==> config.mk <==
export PLATFORM = sky130hd
export DESIGN_NAME = load_store_unit
export DESIGN_NICKNAME = d
export VERILOG_FILES = /design/src/rtl/load_store_unit.sv
export SDC_FILE = /design/constraint.sdc
export NUM_CORES = 1
export LEC_CHECK = 0
export ABC_AREA = 0
export CORE_ASPECT_RATIO = 0.6
export CORE_MARGIN = 3
export CORE_UTILIZATION = 43
export DETAILED_ROUTE_END_ITERATION = 16
export PLACE_DENSITY = 0.8
export SYNTH_ARGS = -nofsm -noshare
export SYNTH_HDL_FRONTEND = slang
export SYNTH_SLANG_ARGS = --single-unit
==> constraint.sdc <==
create_clock -name clk -period 2.5 [get_ports clk]
set_clock_uncertainty 0.05 [all_clocks]
set_input_delay 0.25 -clock clk [delete_from_list [all_inputs] [get_ports clk]]
set_output_delay 0.25 -clock clk [all_outputs]
set_load 0.01 [all_outputs]
==> src/rtl/load_store_unit.sv <==
// Load/store unit: one outstanding core request, byte-lane steering, load extension,
// alignment/funct3 checking and a bounded wait on a wait-stated data memory.
//
// state  | meaning
// IDLE   | ready for a core request; errors are decided here without touching memory
// ACCESS | mem_req held with stable address/lanes until mem_ack or timeout
// RESP   | one-cycle rsp_valid with registered rsp_rdata/rsp_err
module load_store_unit #(
  parameter int XLEN    = 32,
  parameter int ADDR_W  = 32,
  parameter int TIMEOUT = 15
) (
  input  logic                clk,
  input  logic                reset,
  input  logic                req_valid,
  output logic                req_ready,
  input  logic                req_write,
  input  logic [2:0]          req_funct3,
  input  logic [ADDR_W-1:0]   req_addr,
  input  logic [XLEN-1:0]     req_wdata,
  output logic                stall,
  output logic                rsp_valid,
  output logic [XLEN-1:0]     rsp_rdata,
  output logic [1:0]          rsp_err,
  output logic                mem_req,
  output logic                mem_we,
  output logic [ADDR_W-1:0]   mem_addr,
  output logic [XLEN-1:0]     mem_wdata,
  output logic [XLEN/8-1:0]   mem_be,
  input  logic                mem_ack,
  input  logic [XLEN-1:0]     mem_rdata
);
  localparam int BE_W  = XLEN / 8;
  localparam int OFF_W = $clog2(BE_W);
  localparam int CNT_W = (TIMEOUT > 0) ? $clog2(TIMEOUT + 1) : 1;

  typedef enum logic [1:0] {IDLE, ACCESS, RESP} state_t;

  state_t             state, state_next;
  logic [2:0]         funct3_q;
  logic [OFF_W-1:0]   off_q;
  logic               we_q;
  logic [CNT_W-1:0]   cnt;

  logic               accept, legal, misaligned, timeout_hit;
  logic [1:0]         req_err;
  logic [BE_W-1:0]    be_d;
  logic [XLEN-1:0]    wdata_d, lane, load_ext;
  logic [OFF_W-1:0]   req_off;

  assign req_off   = req_addr[OFF_W-1:0];
  assign req_ready = (state == IDLE) & reset;
  assign accept    = req_valid & req_ready;
  assign stall     = req_valid & ~rsp_valid;
  assign mem_we    = we_q & (state == ACCESS);

  always_comb begin
    legal = 1'b0;
    case (req_funct3)
      3'b000, 3'b001, 3'b010: legal = 1'b1;
      3'b011:                 legal = (XLEN == 64);
      3'b100, 3'b101:         legal = !req_write;
      3'b110:                 legal = !req_write && (XLEN == 64);
      default:                legal = 1'b0;
    endcase
    misaligned = 1'b0;
    case (req_funct3[1:0])
      2'b01:   misaligned = req_addr[0];
      2'b10:   misaligned = |req_addr[1:0];
      2'b11:   misaligned = |req_addr[2:0];
      default: misaligned = 1'b0;
    endcase
    // An illegal funct3 masks any alignment complaint.
    if (!legal)          req_err = 2'b10;
    else if (misaligned) req_err = 2'b01;
    else                 req_err = 2'b00;
  end

  always_comb begin
    be_d    = '1;
    wdata_d = req_wdata;
    case (req_funct3[1:0])
      2'b00: begin
        be_d    = BE_W'(1) << req_off;
        wdata_d = {BE_W{req_wdata[7:0]}};
      end
      2'b01: begin
        be_d    = BE_W'(3) << req_off;
        wdata_d = {(XLEN/16){req_wdata[15:0]}};
      end
      2'b10: begin
        be_d    = BE_W'(15) << req_off;
        wdata_d = {(XLEN/32){req_wdata[31:0]}};
      end
      default: begin
        be_d    = '1;
        wdata_d = req_wdata;
      end
    endcase
  end

  assign lane = mem_rdata >> {off_q, 3'b000};

  always_comb begin
    load_ext = '0;
    case (funct3_q)
      3'b000:  load_ext = XLEN'($signed(lane[7:0]));
      3'b001:  load_ext = XLEN'($signed(lane[15:0]));
      3'b010:  load_ext = XLEN'($signed(lane[31:0]));
      3'b011:  load_ext = lane;
      3'b100:  load_ext = XLEN'(lane[7:0]);
      3'b101:  load_ext = XLEN'(lane[15:0]);
      3'b110:  load_ext = XLEN'(lane[31:0]);
      default: load_ext = '0;
    endcase
  end

  // Cycle n of ACCESS sees cnt == n-1, so the last permitted cycle is cnt == TIMEOUT-1.
  assign timeout_hit = (TIMEOUT != 0) && (cnt == CNT_W'(TIMEOUT - 1));

  always_comb begin
    state_next = state;
    mem_req    = 1'b0;
    rsp_valid  = 1'b0;
    case (state)
      IDLE: begin
        if (accept) state_next = (req_err != 2'b00) ? RESP : ACCESS;
      end
      ACCESS: begin
        mem_req = 1'b1;
        if (mem_ack || timeout_hit) state_next = RESP;
      end
      RESP: begin
        rsp_valid  = 1'b1;
        state_next = IDLE;
      end
      default: state_next = IDLE;
    endcase
  end

  always_ff @(posedge clk) begin
    if (!reset) begin
      state     <= IDLE;
      funct3_q  <= '0;
      off_q     <= '0;
      we_q      <= 1'b0;
      cnt       <= '0;
      mem_addr  <= '0;
      mem_wdata <= '0;
      mem_be    <= '0;
      rsp_rdata <= '0;
      rsp_err   <= '0;
    end else begin
      state <= state_next;
      case (state)
        IDLE: begin
          if (accept) begin
            funct3_q  <= req_funct3;
            off_q     <= req_off;
            we_q      <= req_write;
            cnt       <= '0;
            mem_addr  <= {req_addr[ADDR_W-1:OFF_W], {OFF_W{1'b0}}};
            mem_be    <= be_d;
            mem_wdata <= wdata_d;
            if (req_err != 2'b00) begin
              rsp_err   <= req_err;
              rsp_rdata <= '0;
            end
          end
        end
        ACCESS: begin
          if (mem_ack) begin
            rsp_err   <= 2'b00;
            rsp_rdata <= we_q ? '0 : load_ext;
          end else begin
            if (timeout_hit) begin
              rsp_err   <= 2'b11;
              rsp_rdata <= '0;
            end
            if (cnt != '1) cnt <= cnt + CNT_W'(1);
          end
        end
        default: ;
      endcase
    end
  end
endmodule

* Yosys cells after proc, flatten, opt, wreduce, memory -nomap -nowiden
Index checks and enable logic that the tools add are counted.
Storage, ports and cells: register bits after elaboration 112, input port bits 104, output and inout port bits 107, word-level logic and storage cells 88
Operators by class: $add $sub $neg 1, eq/ne operators 23, shifts and indexed selects 4, multiplexer cells 28, bitwise gates (word level) 5, reduce and logical (&&, ||, !) cells 17
Operators with widths (count):
- 32-bit 2-to-1 mux | 5
- 32-bit one-hot mux with 5 select lines | 1
- 32-bit one-hot mux with 2 select lines | 2
- 32-bit by 5-bit right shift with 32-bit output | 1
- 2-bit 2-to-1 mux | 8
- 3-bit == test, second input constant | 5
- 4-bit 2-to-1 mux | 3
- 4-bit one-hot mux with 3 select lines | 1
- 3-bit by 2-bit == test with 1-bit output, second input constant | 3
- 3-bit OR reduction | 3
- 2-bit one-hot mux with 2 select lines | 2
- 4-bit one-hot mux with 2 select lines | 1
- 4-bit AND reduction | 2
- 2-bit == test, second input constant | 3
- 3-bit by 1-bit == test with 1-bit output, second input constant | 2
- 3-bit zero test | 2
- 2-bit by 1-bit != test with 1-bit output, second input constant | 3
- 4-bit by 1-bit adder with 4-bit output, second input constant | 1
- 1-bit AND | 4
- 2-bit by 1-bit == test with 1-bit output, second input constant | 2
- 4-bit == test, second input constant | 1
- 2-bit zero test | 2
- 2-bit != test, second input constant | 2
- 4-bit != test, second input constant | 1
- 13 further kinds | 18

* Depth between registers and ports, before layout
Gate-level depths: netlist (run 1).
depth in word-level cells 8, depth in mapped cells 9, depth with buffers taken out 6

* Worst setup path before layout (run 1)
OpenSTA, ideal clock, no wires.
kind input port to flip-flop, start input req_funct3[1], end register rsp_err[1], library setup time 119 ps, arrival time 1787 ps, required time 2331 ps, slack 544 ps, cell stages on the path 7, buffers on the path 1, cells stage by stage clkbuf_1 > inv_1 > ha_1 > nor3_1 > a21oi_1 > a311o_1 > o221a_2
On the way: word-level cells in the longest chain between the ends 7, elaborated cells between the ends (all ways) 20, classes of those cells eq/ne: 8; mux: 7; reduce/logical: 5
RTL lines:
- start: declaration | RTL line 18 | input logic [2:0] req_funct3,
- 3-bit by 1-bit == test with 1-bit output, or another cell as far along | RTL line 59 | case (req_funct3)
- 3-bit OR reduction, or another cell as far along | RTL line 59
- 1-bit one-hot mux with 2 select lines / 1-bit 2-to-1 mux (equally long branches) | RTL line 59, 75
- 2-bit 2-to-1 mux (*) | RTL line 74 | if (!legal) req_err = 2'b10;
- 2-bit nonzero test / 2-bit 2-to-1 mux (equally long branches) | RTL line 165 | if (req_err != 2'b00) begin
- 2-bit by 1-bit != test with 1-bit output (no source line) / 2-bit 2-to-1 mux (equally long branches)
- 4-bit AND reduction (no source line) / 2-bit one-hot mux with 2 select lines (equally long branches)
- end signal: assignment | RTL line 166 | rsp_err <= req_err;
- end: declaration | RTL line 24 | output logic [1:0] rsp_err,
Mark *: on every way between the ends. The rest lies on a longest branch, timed or not. The select of a mux whose other input is x is not followed. A chain may end at the register's enable or synchronous reset.

* Worst setup path after layout (run 1)
start register state[1], end output mem_we
On the way: word-level cells in the longest chain between the ends 2
RTL lines:
- start: declaration | RTL line 39 | state_t state, state_next;
- start signal: assignment | RTL line 154 | state <= state_next;
- 2-bit by 1-bit == test with 1-bit output | RTL line 55 | assign mem_we = we_q & (state == ACCESS);
- 1-bit AND | RTL line 55
- end: declaration | RTL line 26 | output logic mem_we,
No other way between the ends.

==> metrics.txt, run 1 <==
clock latency on the worst-skew pair around 0.34 ns; Primary FF master, synth dfxtp_1; first-pass GRT wire length 26.19 mm; Seq pwr share 43.4%; Inserted Diodes 0; Hold Crit Class input pin to register; f_max 479.6 MHz; crit path DAT 1.79 ns; Internal roughly 0.0033 W; startpoint types register; CORE AREA 0.01145 mm^2; vias per cell 5.403; setup TNS 0 ns; CTS H-Tree Depth 3; WS Path Type register to primary output; DP HPWL 12.43 mm; CTS tree done; cts repair resizes 0; Num CTS Buffers 9; DRC 0; initial antenna violation count 0; combinational fraction of design power 21.5%; number of DRC markers in iteration 0 303; Starting Density 44.56%; Net Sw Frac 26.82%; Area growth syn-to-layout 49.62%; GPL Wtd Cong 0.9900; sequential area share after synthesis a little over two fifths; final wirelength 16.53 mm; # clock sinks 112; post-synthesis register bit count 112; Fill cells approximately 900; post-CTS setup buffers 0; die area approximately 0.013 mm^2; asr flop ratio synth 0%; RSZ-0062 raised after global routing false; clk buf depth 2; final setup fails 0; VDD IR-drop max around 0.44 mV; worst-path maximum fanout 7; Cell Area, Synth 0.005101 mm^2; Crit path largest cell delay 0.55 ns; Netlist cell types slightly above 50; root buf cell clkbuf_16; PortBufs 208; clk slew on worst S/H paths 0.07 ns; Clk network pwr share 35.1%; FP Rows 30; Die Y-Extent between 90 and 100 um; CP Capture Type primary output; DRT Pass-1 Iters 5; final net count 905; Final Hold Fails 0; worst slew pin tran approximately 0.59 ns; WL/cell 17.26 um; routed vias 5176; final count of pins violating max slew 0; leak pwr 3.006 nW; largest net degree at the start of global routing between 60 and 70; final worst path period share between 80 and 90%; worst slack at placement 0.1017 ns; MaxCap Viol Count 0; Die Wd 146.6 um; max_slew headroom 60.65%; Detail Route Antenna Nets 0; Psw ~0.0012 W; syn avg cell area 8.376 um^2; minimum clock period 2.085 ns; I/O pins about 210; number of synthesized flops with an enable pin 0; status finished clean; vias in the first global route around 5.1k; WP data required around 2.2 ns; Setup WS post-layout a little over 0.4 ns; grt total ovfl 0; synthesized netlist cell count 609; Yosys warning total 0; # hold bufs at CTS 0; Power per Cell Area between 500 and 600 mW/mm^2; share of cells above drive strength 1 between 7 and 8%; CP max stage cell clkdlybuf4s50_1; Tot GR Track Use around a quarter; critical-path cell list and2b_1, and2_1, clkdlybuf4s50_1
layer usage:
layer / up-vias / share of wire (%) / GRT usage (%)
li1: 2508 / - / -
met1: 2414 / 44 / 32.12
met2: 229 / 44 / 36.77
met3: 25 / 9.7 / 8.676
met4: 0 / 1.7 / 6.886
met5: - / 0 / 0
layout make-up:
class                           instances  area (um^2)  share of cell area (%)
Clock buffer                            9        225.2                   2.951
Inverter                                5        18.77                  0.2459
Clock inverter                          7        102.6                   1.344
Timing Repair Buffer                  224         2250                   29.48
Multi-Input combinational cell        441         2594                   33.98
Sequential cell                       112         2242                   29.38
Tap cell                              160        200.2                   2.623
critical path: cells and delay by family (launching register included):
kind	cells	cell delay (ns)
and+or+nand+nor	2	0.51
buffers and inverters	1	0.55
DFF	1	0.38
state kept, by name, indices dropped and copies added (netlist names):
| name | cells |
|---|---|
| mem_wdata | 32 |
| mem_be | 4 |
| state | 2 |
| we_q | 1 |
| off_q | 2 |
| mem_addr | 30 |
| rsp_rdata | 32 |
| funct3_q | 3 |
| cnt | 4 |
| rsp_err | 2 |
power groups by stage:
| stage | clock network, W | logic [W] | registers, W |
|---|---|---|---|
| 6_report | 0.00157 | 0.000963 | 0.00195 |
| 5_1_grt | 0.00166 | 0.00104 | 0.00196 |
| 4_1_cts | 0.00161 | 0.000958 | 0.00195 |
| 3_5_place_dp | 0 | 0.000953 | 0.00199 |
| 3_3_place_gp | 0 | 0.000933 | 0.00198 |
| 2_1_floorplan | 0 | 0.000430 | 0.00201 |
metrics by stage:
step / utilization [%] / total power, W / cells / hold WS (ns) / area (um^2)
finish: 66.67 / 0.004480 / 958 / 0.1542 / 7632
global route: 66.67 / 0.004655 / 958 / 0.1704 / 7632
CTS: 66.67 / 0.004512 / 958 / 0.1400 / 7632
detailed placement: 63.80 / 0.002938 / 942 / 0.3963 / 7305
global placement: 63.80 / 0.002913 / 942 / 0.3915 / 7305
floorplan: - / 0.002444 / 610 / 0.2990 / 5105
final timing paths:
path / depth (start not counted) / end / slack [ns] / startpoint
setup / recovery: 3 / mem_we / 0.41 / state[1]$_SDFFE_PN0P_
hold / removal: 2 / cnt[1]$_SDFFE_PN0P_ / 0.15 / reset
setup reg to reg: 5 / rsp_rdata[9]$_SDFFE_PN0P_ / 0.52 / off_q[0]$_SDFFE_PN0P_
hold reg to reg: 2 / mem_addr[28]$_SDFFE_PN0P_ / 0.41 / mem_addr[28]$_SDFFE_PN0P_
cell usage in the layout (no fill, tap or decap), drive strengths merged, types with 4 or more instances in the layout:
cell type,count
nand2,147
nand2b,10
mux2i,14
buf,17
ha,8
inv,8
and2,5
o21ai,33
nor3,4
o211a,7
a21boi,8
nand3,49
nor3b,5
mux2,15
clkbuf,9
clkdlybuf4s50,207
a221oi,8
o22ai,32
nor2,11
a22oi,16
dfxtp,112
o2bb2ai,8
a21oi,30
cell usage after synthesis (all sizes together), types with 3 or more instances:
cell type / count / area [um^2]
nand2: 147 / 551.8
dfxtp: 112 / 2242
nand3: 49 / 245.2
o21ai: 33 / 165.2
o22ai: 32 / 200.2
a21oi: 30 / 150.1
clkbuf: 28 / 107.6
buf: 24 / 148.9
a22oi: 16 / 120.1
mux2: 15 / 168.9
mux2i: 14 / 140.1
nor2: 11 / 43.80
nand2b: 10 / 62.56
a21boi: 8 / 60.06
a221oi: 8 / 70.07
ha: 8 / 100.1
o2bb2ai: 8 / 70.07
o211a: 7 / 70.07
and2: 5 / 31.28
inv: 5 / 18.77
nor3b: 5 / 42.54
nor3: 4 / 25.02
a211o: 3 / 26.28
nor2b: 3 / 18.77
kinds of logic (layout without fill, tap and decap cells):
kind of cell               Yosys count  after routing  synth area share [%]
and+or+nand+nor                    246            246                 21.71
AOI/OAI and AO/OA                  154            154                 20.24
DFF                                112            112                 43.95
buffers and inverters               57            245                 5.396
muxes                               30             30                 6.500
adders and majority gates            8              8                 1.962
other                                1              2               0.07351
xor gates and xnor gates             1              1                0.1717
No activity file was read; power rests on OpenSTA's default activity.
==> inputs of run 2 (changes only) <==
- clock period: 2.5 -> 2.1 ns (I/O delays scaled with it)
==> metrics.txt, run 2 (synthesis results as in run 1) <==
status finished clean; Hold Crit Class input pin to register; vias per cell 5.386 (-0.31%); CTS tree done; startpoint types register; Die Y-Extent 90.37 um (unchanged); clk buf depth 2 (unchanged); Area growth syn-to-layout 48.69%; largest registers mem_wdata (32), rsp_rdata (32), mem_addr (30); Num CTS Buffers 9 (unchanged); post-CTS setup buffers 0 (unchanged); Internal 0.003652 W (+11%); final worst path period share 96.48%; Final Hold Fails 0 (unchanged); worst-path maximum fanout 7 (unchanged); leak pwr 2.983 nW (-0.75%); VDD IR-drop max 0.4825 mV (+11%); PortBufs 208 (unchanged); f_max 493.6 MHz; root buf cell clkbuf_16; # hold bufs at CTS 0 (unchanged); I/O pins 211 (unchanged); initial antenna violation count 0 (unchanged); GPL Wtd Cong 0.9322 (-5.8%); hold path depth 3 (+1); FP Rows 30 (unchanged); final net count 909 (+0.44%); Power per Cell Area 668.9 mW/mm^2 (+14%); RSZ-0062 raised after global routing false; combinational fraction of design power 22.6% (+1.1 points); grt total ovfl 0 (unchanged); commonest non-fill, non-tap cell in the layout clkdlybuf4s50_1; clock latency on the worst-skew pair 0.34 ns (about the same); final count of pins violating max slew 0 (unchanged); fin area 0.007585 mm^2 (-0.62%); Inserted Diodes 0 (unchanged); max_slew headroom 50.70% (-10 points); cts repair resizes 0 (unchanged); number of DRC markers in iteration 0 316 (+4.3%); Die Wd 146.6 um (unchanged); setup TNS 0 ns (unchanged); reg2reg path depth 4 (-1); vias in the first global route 5056 (-0.39%); Seq pwr share 45.6% (+2.2 points); final setup fails 0 (unchanged); # clock sinks 112 (unchanged); CORE AREA 0.01145 mm^2 (unchanged); share of cells above drive strength 1 7.615% (+0.35 points); post-layout power 0.005074 W (+13%); minimum clock period 2.026 ns; Tot GR Track Use 23.83% (-0.24 points); Starting Density 44.56% (unchanged); Net Sw Frac 28.02% (+1.2 points); Psw 0.001422 W (+18%); DRC 0 (unchanged); MaxCap Viol Count 0 (unchanged); most frequent cells in the layout clkdlybuf4s50_1, nand2_1, dfxtp_1, nand3_1, o21ai_0; CP Capture Type primary output; routed vias 5176 (unchanged); Clk network pwr share 31.8% (-3.3 points); die area 0.01325 mm^2 (unchanged); clk slew on worst S/H paths 0.07 ns (about the same); WL/cell 17.23 um (-0.15%); first-pass GRT wire length 26.10 mm (-0.34%); final wirelength 16.56 mm (+0.16%); worst slew pin tran 0.7395 ns (+0.1493 ns); Detail Route Antenna Nets 0 (unchanged); WS Path Type register to primary output; WP data required 1.84 ns (-0.36 ns); worst hold slack 0.2540 ns (+0.09980 ns); crit path DAT 1.77 ns (-0.02 ns); CTS H-Tree Depth 3 (unchanged); largest net degree at the start of global routing 56 (-9.7%); DP HPWL 12.55 mm (+0.98%); DRT Pass-1 Iters 5 (unchanged); Placement Cell Area 0.007310 mm^2 (about the same)
-- run 2: area by class of cell --
class                      instances  area (um^2)
clock buffer                       9        225.2
clock inverter                     6        50.05
fill                             963         3864
inverter                           5        18.77
multi-input combinational        441         2594
sequential                       112         2242
tap                              160        200.2
timing repair buffer             228         2255
-- run 2: worst paths after layout --
kind | start | endpoint | slack, ns
min reg2reg | mem_addr[10]$_SDFFE_PN0P_ | mem_addr[10]$_SDFFE_PN0P_ | 0.40
max | state[1]$_SDFFE_PN0P_ | mem_we | 0.07
min | reset | rsp_rdata[7]$_SDFFE_PN0P_ | 0.25
max reg2reg | off_q[1]$_SDFFE_PN0P_ | rsp_rdata[18]$_SDFFE_PN0P_ | 0.19
-- run 2: power groups by stage --
stage               Combinational (W)  Sequential (W)  Clock, W
floorplan                    0.000512         0.00240         0
global placement              0.00111         0.00236         0
detailed placement            0.00113         0.00236         0
CTS                           0.00114         0.00231   0.00165
global route                  0.00123         0.00233   0.00173
finish                        0.00114         0.00231   0.00162
-- run 2: routing by layer --
metal / global-route usage [%] / up-vias / share of wire [%]
met1: 32.05 / 2419 / 45
met4: 5.086 / 0 / 1.7
met5: 0 / - / 0
met2: 37.53 / 218 / 44
li1: - / 2513 / -
met3: 7.773 / 26 / 9.5
-- run 2: metrics by stage --
stage	util [%]	std cells	setup slack (ns)
3_5_place_dp	63.85	946	-0.2183
3_3_place_gp	63.85	946	-0.09883
2_1_floorplan	-	610	0.1843
6_report	66.25	961	0.07388
5_1_grt	66.25	961	0.005912
4_1_cts	66.25	961	0.06970
-- run 2: worst max-delay path, stage by stage, from the launching register on --
cell	delay, ns
dfxtp_1	0.37
and2b_1	0.34
and2_1	0.16
clkdlybuf4s50_1	0.56
==> inputs of run 3 (changes only) <==
- GPL_TIMING_DRIVEN: default -> 0
==> metrics.txt, run 3 (synthesis results as in run 1) <==
status finished clean; worst slew pin tran 0.5849 ns (-0.1545 ns); die area 0.01325 mm^2 (unchanged); CTS H-Tree Depth 3 (unchanged); clock latency on the worst-skew pair 0.35 ns (about the same); final net count 940 (+3.4%); Critical Path End mem_we; reg2reg path depth 5 (+1); MaxCap Viol Count 0 (unchanged); Crit path largest cell delay 0.50 ns (-0.06 ns); Die Wd 146.6 um (unchanged); Final Hold Fails 0 (unchanged); Num CTS Buffers 9 (unchanged); WP data required 1.84 ns (about the same); largest registers mem_wdata (32), rsp_rdata (32), mem_addr (30); Multi-input gate area 0.002615 mm^2 (+0.82%); worst slack at placement -0.9723 ns (-0.7541 ns); I/O pins 211 (unchanged); root buf cell clkbuf_16; WL/cell 18.14 um (+5.3%); DRT Pass-1 Iters 5 (unchanged); commonest non-fill, non-tap cell in the layout clkdlybuf4s50_1; Area growth syn-to-layout 51.63%; Detail Route Antenna Nets 0 (unchanged); final wirelength 18.02 mm (+8.8%); setup TNS 0 ns (unchanged); CORE AREA 0.01145 mm^2 (unchanged); final count of pins violating max slew 0 (unchanged); GPL Wtd Cong 0.9733 (+4.4%); critical-path cell list and2b_1, and2_1, clkdlybuf4s50_1; # clock sinks 112 (unchanged); VDD IR-drop max 0.5144 mV (+6.6%); WS Path Type register to primary output; # hold bufs at CTS 0 (unchanged); number of DRC markers in iteration 0 361 (+14%); DRC 0 (unchanged); DP HPWL 14.21 mm (+13%); clk slew on worst S/H paths 0.08 ns (about the same); f_max 494.6 MHz (+0.22%); most frequent cells in the layout clkdlybuf4s50_1, nand2_1, dfxtp_1, nand3_1, o21ai_0; r2r endpoint rsp_rdata[22]$_SDFFE_PN0P_; RR Startpoint off_q[0]$_SDFFE_PN0P_; CTS tree done; Setup WS post-layout 0.07833 ns (+0.004447 ns); Reg2Reg Setup Slack 0.18 ns (about the same); Reg area 0.002242 mm^2 (unchanged); final setup fails 0 (unchanged); clk buf depth 2 (unchanged); routed vias 5511 (+6.5%); CP startpoint state[1]$_SDFFE_PN0P_; Fill cells 933 (-3.1%); vias in the first global route 5272 (+4.3%); minimum clock period 2.022 ns (-0.004447 ns); final worst path period share 96.27% (-0.21 points); PortBufs 207 (-0.48%); largest net degree at the start of global routing 20 (-64%); first-pass GRT wire length 28.39 mm (+8.8%); CP max stage cell clkdlybuf4s50_1; RSZ-0062 raised after global routing false; Power per Cell Area 684.6 mW/mm^2 (+2.3%); Starting Density 44.56% (unchanged); Tot GR Track Use 26.38% (+2.6 points); share of cells above drive strength 1 8.894% (+1.3 points); startpoint types register; Die Y-Extent 90.37 um (unchanged); max_slew headroom 60.79% (+10 points); worst-path maximum fanout 7 (unchanged); leak pwr 3.088 nW (+3.5%); crit path DAT 1.76 ns (about the same); grt total ovfl 0 (unchanged); FP Rows 30 (unchanged); CP Capture Type primary output; initial antenna violation count 1 (+1); vias per cell 5.550 (+3.0%); Hold Crit Class input pin to register
run 3: cell types whose count changed in the layout (fill, tap and decap cells not counted), sizes merged, moves of 2 or more:
cell           before  now
dlymetal6s2s        0    2
clkinvlp            2    0
buf                21   25
clkinv              0    2
clkdlybuf4s50     207  205
clkbuf              9   36
run 3: power breakdown:
part	leakage (nW)	switching (W)	internal, W
combinational	2.02	0.000588	0.000610
sequential	0.916	0.0000690	0.00224
clock	0.148	0.000846	0.000942
run 3: how the worst min path moves through the flow:
stage / startpoint / to / cells after the start
3_5_place_dp: mem_addr[25]$_SDFFE_PN0P_ / mem_addr[25]$_SDFFE_PN0P_ / 2
3_3_place_gp: mem_addr[9]$_SDFFE_PN0P_ / mem_addr[9]$_SDFFE_PN0P_ / 2
2_1_floorplan: req_funct3[2] / funct3_q[2]$_SDFFE_PN0P_ / 2
4_1_cts: reset / mem_be[1]$_SDFFE_PN0P_ / 2
6_report: reset / mem_be[1]$_SDFFE_PN0P_ / 2
5_1_grt: reset / mem_be[1]$_SDFFE_PN0P_ / 2
run 3: area by class of cell:
cell class | instances | share of cell area (%)
multi-input combinational | 441 | 33.81
sequential | 112 | 28.99
timing repair buffer | 208 | 26.95
buffer | 51 | 3.494
clock buffer | 9 | 2.912
tap | 160 | 2.588
clock inverter | 6 | 0.9867
inverter | 5 | 0.2426
antenna | 1 | 0.03235
run 3: worst max-delay path, delay by kind of cell, from the launching register on:
family                 cells  cell delay, ns
and+or+nand+nor            2            0.45
buffers and inverters      1            0.50
DFF                        1            0.46
run 3: stage by stage:
step           utilization (%)  instances  area, um^2  total power [W]  hold slack, ns
2_1_floorplan                -        610        5105         0.002909          0.2590
3_3_place_gp             64.44        977        7377         0.003493          0.3917
3_5_place_dp             64.44        977        7377         0.003523          0.3960
4_1_cts                  67.50        992        7727         0.005282          0.2626
5_1_grt                  67.56        993        7735         0.005488          0.2761
6_report                 67.56        993        7735         0.005295          0.2595
run 3: layer usage:
layer	up-vias	share of wire (%)	track usage, %
met4	0	1.9	6.573
met5	-	0	0
met3	25	10	8.626
met1	2625	45	36.74
met2	267	43	39.53
li1	2594	-	-
run 3: repair_timing:
action | 4_1_cts | 5_1_grt
endpoints found under the setup margin | 56 | 46
buffers inserted | 1 | 0
pin swaps | 2 | 2
resized for setup | 13 | 2
==> edit 1: new RTL, settings of run 3 <==
The parameter `ADDR_W` goes from 32 to 36.
--- a/src/rtl/load_store_unit.sv
+++ b/src/rtl/load_store_unit.sv
@@ -7,7 +7,7 @@
 // RESP   | one-cycle rsp_valid with registered rsp_rdata/rsp_err
 module load_store_unit #(
   parameter int XLEN    = 32,
-  parameter int ADDR_W  = 32,
+  parameter int ADDR_W  = 36,
   parameter int TIMEOUT = 15
 ) (
   input  logic                clk,
Ports: changed (resized mem_addr and req_addr); port bits go from 211 to 219. The function was not compared with the original's and may differ.
==> edit 1 against run 3 <==
  * Wire length up 8.6%
  * Synthesized cell count up 2.6%
  * Setup slack worse by 0.020 ns
  * Global-route usage up 1.4 points
  * Area after synthesis up 2.2%
  * Utilization up 4.0 points
  * Power up 24%
  * Fmax down 1.0%
  * Sequential cell count up 4
  * Design area up 7.0%
  * Critical endpoint unchanged
  * Highest routed layer unchanged
==> edit 1: results (changes against run 3) <==
status -> finished, final reports clean
H-tree depth -> 4 (+1)
WL met3 -> 2240 um (+20%)
Fill cells -> 889 (-4.7%)
crit-path max FO -> 7 (unchanged)
Reg clk slew, reported paths -> 0.05 ns (-0.03 ns)
Clk Latency, worst-skew pair -> 0.41 ns (+0.06 ns)
Max rail drop VDD -> 0.659 mV (+28%)
GRT Overall Usage -> 27.8% (+1.4 points)
worst reg2reg path depth -> 6 (+1)
Via density -> 5.48 (-1.2%)
Sw Share -> 25.9% (-2.5 points)
Yosys cell types -> 50 (-2.0%)
drt total wl -> 19,600 um (+8.6%)
First DRT Iteration DRCs -> 417 (+16%)
antenna violations before repair -> 0 (-1)
Synth area leaders -> dfxtp_1 (45%), nand2_1 (11%), nand3_1 (5.0%)
fin nets -> 981 (+4.4%)
Critical R2R Capture -> rsp_rdata[8]
antenna fix cells -> 0 (-1)
dpl ws -> -0.895 ns (+0.0772 ns)
largest net degree at the start of global routing -> 17 (-15%)
number of global-route vias before repair -> 5,598 (+6.2%)
first-pass GRT wire length -> 29,700 um (+4.5%)
RD Place Congestion -> 1.01 (+3.5%)
Critical R2R Launch -> off_q[1]
WP data arrival -> 1.78 ns (+0.02 ns)
reg-to-reg slack, setup -> 0.09 ns (-0.09 ns)
Worst-Margin Slew -> 0.593 ns (+0.00794 ns)
largest registers -> mem_addr: 34 flops, mem_wdata: 32 flops, rsp_rdata: 32 flops
met2 WL -> 8660 um (+11%)
Met1 Wirelength -> 8430 um (+5.1%)
Final HPWL DP -> 14,600 um (+2.5%)
commonest cells in the netlist -> nand2_1 (155), dfxtp_1 (116), nand3_1 (52)
static leakage -> 3.34 nW (+8.1%)
post-synthesis sequential area ratio -> 44.5% (+0.58 points)
==> edit 1: how the worst min path moves through the flow <==
stage	from	endpoint	slack [ns]	cells after the start
3_5_place_dp	mem_addr[25]	mem_addr[25]	0.40	2
5_1_grt	req_addr[21]	mem_addr[21]	0.28	3
3_3_place_gp	mem_addr[13]	mem_addr[13]	0.39	2
2_1_floorplan	req_funct3[2]	funct3_q[2]	0.26	2
6_report	req_addr[27]	mem_addr[27]	0.28	3
4_1_cts	req_addr[4]	mem_addr[4]	0.27	3
==> edit 1: per-stage QoR <==
stage	power, mW	area, sq um	hold slack, ns	cells
after CTS	6.57	8230	0.274	1035
after floorplan	3.00	5220	0.259	626
final	6.59	8280	0.282	1038
after global routing	6.80	8280	0.278	1038
after detailed placement	3.64	7580	0.395	1002
after global placement	3.61	7580	0.392	1002
==> edit 1: area by class of cell <==
cell class	count	area, sq um	area share (%)
Timing Repair Buffer	220	2200	26.5
Clock buffer	22	464	5.61
Buffer	52	285	3.45
Sequential cell	116	2320	28.1
Inverter	5	18.8	0.227
Clock inverter	10	130	1.57
Tap cell	160	200	2.42
Multi-Input combinational cell	453	2660	32.1
==> edit 1: kinds of logic (layout without fill, tap and decap cells) <==
family                     after synthesis  in the layout  share of synthesized area, %
and+or+nand+nor                        258            258                          22.3
AOI/OAI and AO/OA                      154            154                          19.8
DFF                                    116            116                          44.5
buffers and inverters                   57            309                          4.87
muxes                                   30             30                          6.36
adders and majority gates                8              8                          1.92
other                                    1              2                        0.0719
xor gates and xnor gates                 1              1                         0.168
==> edit 1: timing repair <==
item                                    CTS  global route
pin swaps                                 2             2
cloned                                    0             1
endpoints found under the setup margin   56            52
buffers inserted                          1             2
gates resized for setup                  17            15
hold endpoints to repair                  0             0
hold buffers                              0             0
==> edit 1: metal layers <==
metal  GRT usage, %  vias to the layer above
li1               -                     2683
met1           35.9                     2703
met2           43.3                      280
met3           11.4                       25
met4           6.92                        0
met5              0                        -
==> edit 1: power by group through the flow <==
stage	Clock (mW)	Combinational, mW	Sequential [mW]
final	2.92	1.26	2.40
after global routing	3.04	1.34	2.42
after CTS	2.94	1.23	2.40
after detailed placement	0	1.20	2.44
after global placement	0	1.18	2.44
after floorplan	0	0.512	2.49
==> edit 1: critical path, stage by stage (launching register included) <==
cell	delay, ns
dfxtp_2	0.36
and2b_2	0.31
and2_1	0.15
clkdlybuf4s50_1	0.56
==> edit 2: new RTL, settings of run 3 <==
Made on the original files. Register the output `rsp_err` once more; this adds one clock of latency there. The other outputs are not delayed to match. Comments in the files are not updated.
--- a/src/rtl/load_store_unit.sv
+++ b/src/rtl/load_store_unit.sv
@@ -35,6 +35,8 @@
   localparam int CNT_W = (TIMEOUT > 0) ? $clog2(TIMEOUT + 1) : 1;
 
   typedef enum logic [1:0] {IDLE, ACCESS, RESP} state_t;
+
+  logic [1:0] rsp_err_s0;
 
   state_t             state, state_next;
   logic [2:0]         funct3_q;
@@ -149,7 +151,7 @@
       mem_wdata <= '0;
       mem_be    <= '0;
       rsp_rdata <= '0;
-      rsp_err   <= '0;
+      rsp_err_s0 <= '0;
     end else begin
       state <= state_next;
       case (state)
@@ -163,18 +165,18 @@
             mem_be    <= be_d;
             mem_wdata <= wdata_d;
             if (req_err != 2'b00) begin
-              rsp_err   <= req_err;
+              rsp_err_s0 <= req_err;
               rsp_rdata <= '0;
             end
           end
         end
         ACCESS: begin
           if (mem_ack) begin
-            rsp_err   <= 2'b00;
+            rsp_err_s0 <= 2'b00;
             rsp_rdata <= we_q ? '0 : load_ext;
           end else begin
             if (timeout_hit) begin
-              rsp_err   <= 2'b11;
+              rsp_err_s0 <= 2'b11;
               rsp_rdata <= '0;
             end
             if (cnt != '1) cnt <= cnt + CNT_W'(1);
@@ -184,5 +186,9 @@
       endcase
     end
   end
+  always_ff @(posedge clk) begin
+    rsp_err <= rsp_err_s0;
+  end
+
 endmodule
 
Check against the original RTL: not equivalent (Yosys sat finds a counterexample within 4 cycles, from zero or initial values and one cycle with reset low).
==> edit 2 against run 3 <==
  * Sequential share of layout area shrank 0.96 points
  * Power grew 29%
  * Non-clock buffer count grew 3
  * First-iteration DRC count shrank 0.28%
  * Design area grew 5.4%
  * Sequential power grew 2%
  * Setup slack gained 0.031 ns
  * Register-to-register slack gained 0.03 ns
  * Worst hold slack lost 0.083 ns
  * Wire length grew 4.1%
  * Via count grew 1.0%
  * Sequential cell count grew 2
  * Area after synthesis grew 0.78%
  * Highest routed layer unchanged
==> edit 2: results (changes against run 3) <==
dpl cell area -> 7420 sq um (+0.54%)
met2 WL -> 8240 um (+5.6%)
Synth top area share -> 44.4% (+0.44 points)
Via density -> 5.49 (-1.1%)
CP startpoint -> state[0]
GRT met2 Usage -> 41.4% (+1.9 points)
RD Place Congestion -> 0.933 (-4.2%)
Seq power -> 2.36 mW (+2%)
hold endpoint -> rsp_rdata[15]
static leakage -> 3.28 nW (+6.1%)
Clk. pwr -> 3.24 mW (+81%)
first-pass GRT wire length -> 29,300 um (+3.3%)
Final HPWL DP -> 14,200 um (-0.30%)
crit-path max FO -> 6 (-1)
reg-to-reg slack, setup -> 0.21 ns (+0.03 ns)
fin nets -> 953 (+1.4%)
Hold Crit Depth -> 3 (+1)
H-tree depth -> 4 (+1)
Synth Area per Inst -> 8.41 sq um (+0.46%)
commonest cells in the netlist -> nand2_1 (147), dfxtp_1 (114), nand3_1 (49)
met3 usage -> 9.43% (+0.80 points)
antenna violations before repair -> 0 (-1)
post-synthesis sequential area ratio -> 44.4% (+0.44 points)
post-synthesis mux area share -> 6.45% (-0.051 points)
Reg clk slew, reported paths -> 0.05 ns (-0.03 ns)
GRT Overall Usage -> 27.5% (+1.1 points)
Worst Setup EP -> req_ready
largest net degree at the start of global routing -> 17 (-15%)
Non-Filler Instances -> 1,014 (+2.1%)
Yosys cell types -> 50 (-2.0%)
Critical R2R Capture -> mem_wdata[9]
Fill cells -> 885 (-5.1%)
slowest stage delay, CP -> 0.56 ns (+0.06 ns)
Worst-Margin Slew -> 0.584 ns (-0.000899 ns)
Synth area leaders -> dfxtp_1 (44%), nand2_1 (11%), nand3_1 (4.8%)
Yosys Warn Count -> 0 (unchanged)
Int Power -> 5.08 mW (+34%)
First DRT Iteration DRCs -> 360 (-0.28%)
DRT Pass-1 Iters -> 6 (+1)
clock power share -> 47.6% (+14 points)
antenna fix cells -> 0 (-1)
WHS -> 0.176 ns (-0.0833 ns)
status -> finished, final reports clean
Slowest cell on crit path -> clkdlybuf4s50_1
Post-Place Cells -> 979 (+0.20%)
ys async rst share -> 0% (unchanged)
Num CTS Buffers -> 17 (+8)
Clk Latency, worst-skew pair -> 0.41 ns (+0.06 ns)
synthesized-area fraction occupied by adder cells -> 1.95% (-0.015 points)
Met1 Wirelength -> 8300 um (+3.5%)
Max rail drop VDD -> 0.693 mV (+35%)
Compound-Gate Fraction of Synth Area -> 20.1% (-0.16 points)
WP data arrival -> 1.73 ns (-0.03 ns)
M1 GR Usage -> 37.4% (+0.64 points)
WL met3 -> 1960 um (+5.3%)
drt total wl -> 18,800 um (+4.1%)
Synth Area in XOR/XNOR -> 0.170% (-0.0013 points)
ratio of cells with drive above 1 in the final layout -> 11.1% (+2.2 points)
number of global-route vias before repair -> 5,428 (+3.0%)
==> edit 2: tightest hold or removal path: stages <==
cell	delay [ns]
buf_2	0.15
nand4b_1	0.12
o22ai_1	0.09
==> edit 2: per-stage QoR <==
step / utilization [%] / setup slack [ns]
2_1_floorplan: - / 0.166
5_1_grt: 71.0 / 0.0207
3_3_place_gp: 64.6 / -0.888
3_5_place_dp: 64.6 / -0.946
4_1_cts: 70.8 / 0.0227
6_report: 71.0 / 0.110
==> edit 2: area by class of cell <==
class	count	area, sq um	area share [%]
multi-input combinational	441	2610	32.0
clock inverter	12	204	2.50
tap	160	200	2.46
clock buffer	20	457	5.60
inverter	5	18.8	0.230
buffer	52	285	3.50
sequential	114	2280	28.0
timing repair buffer	210	2100	25.7
==> edit 2: timing repair <==
action	in CTS	in global routing
gates cloned	0	0
setup buffers	1	2
pin swaps	2	2
setup endpoints to repair	56	50
gates resized for setup	15	4
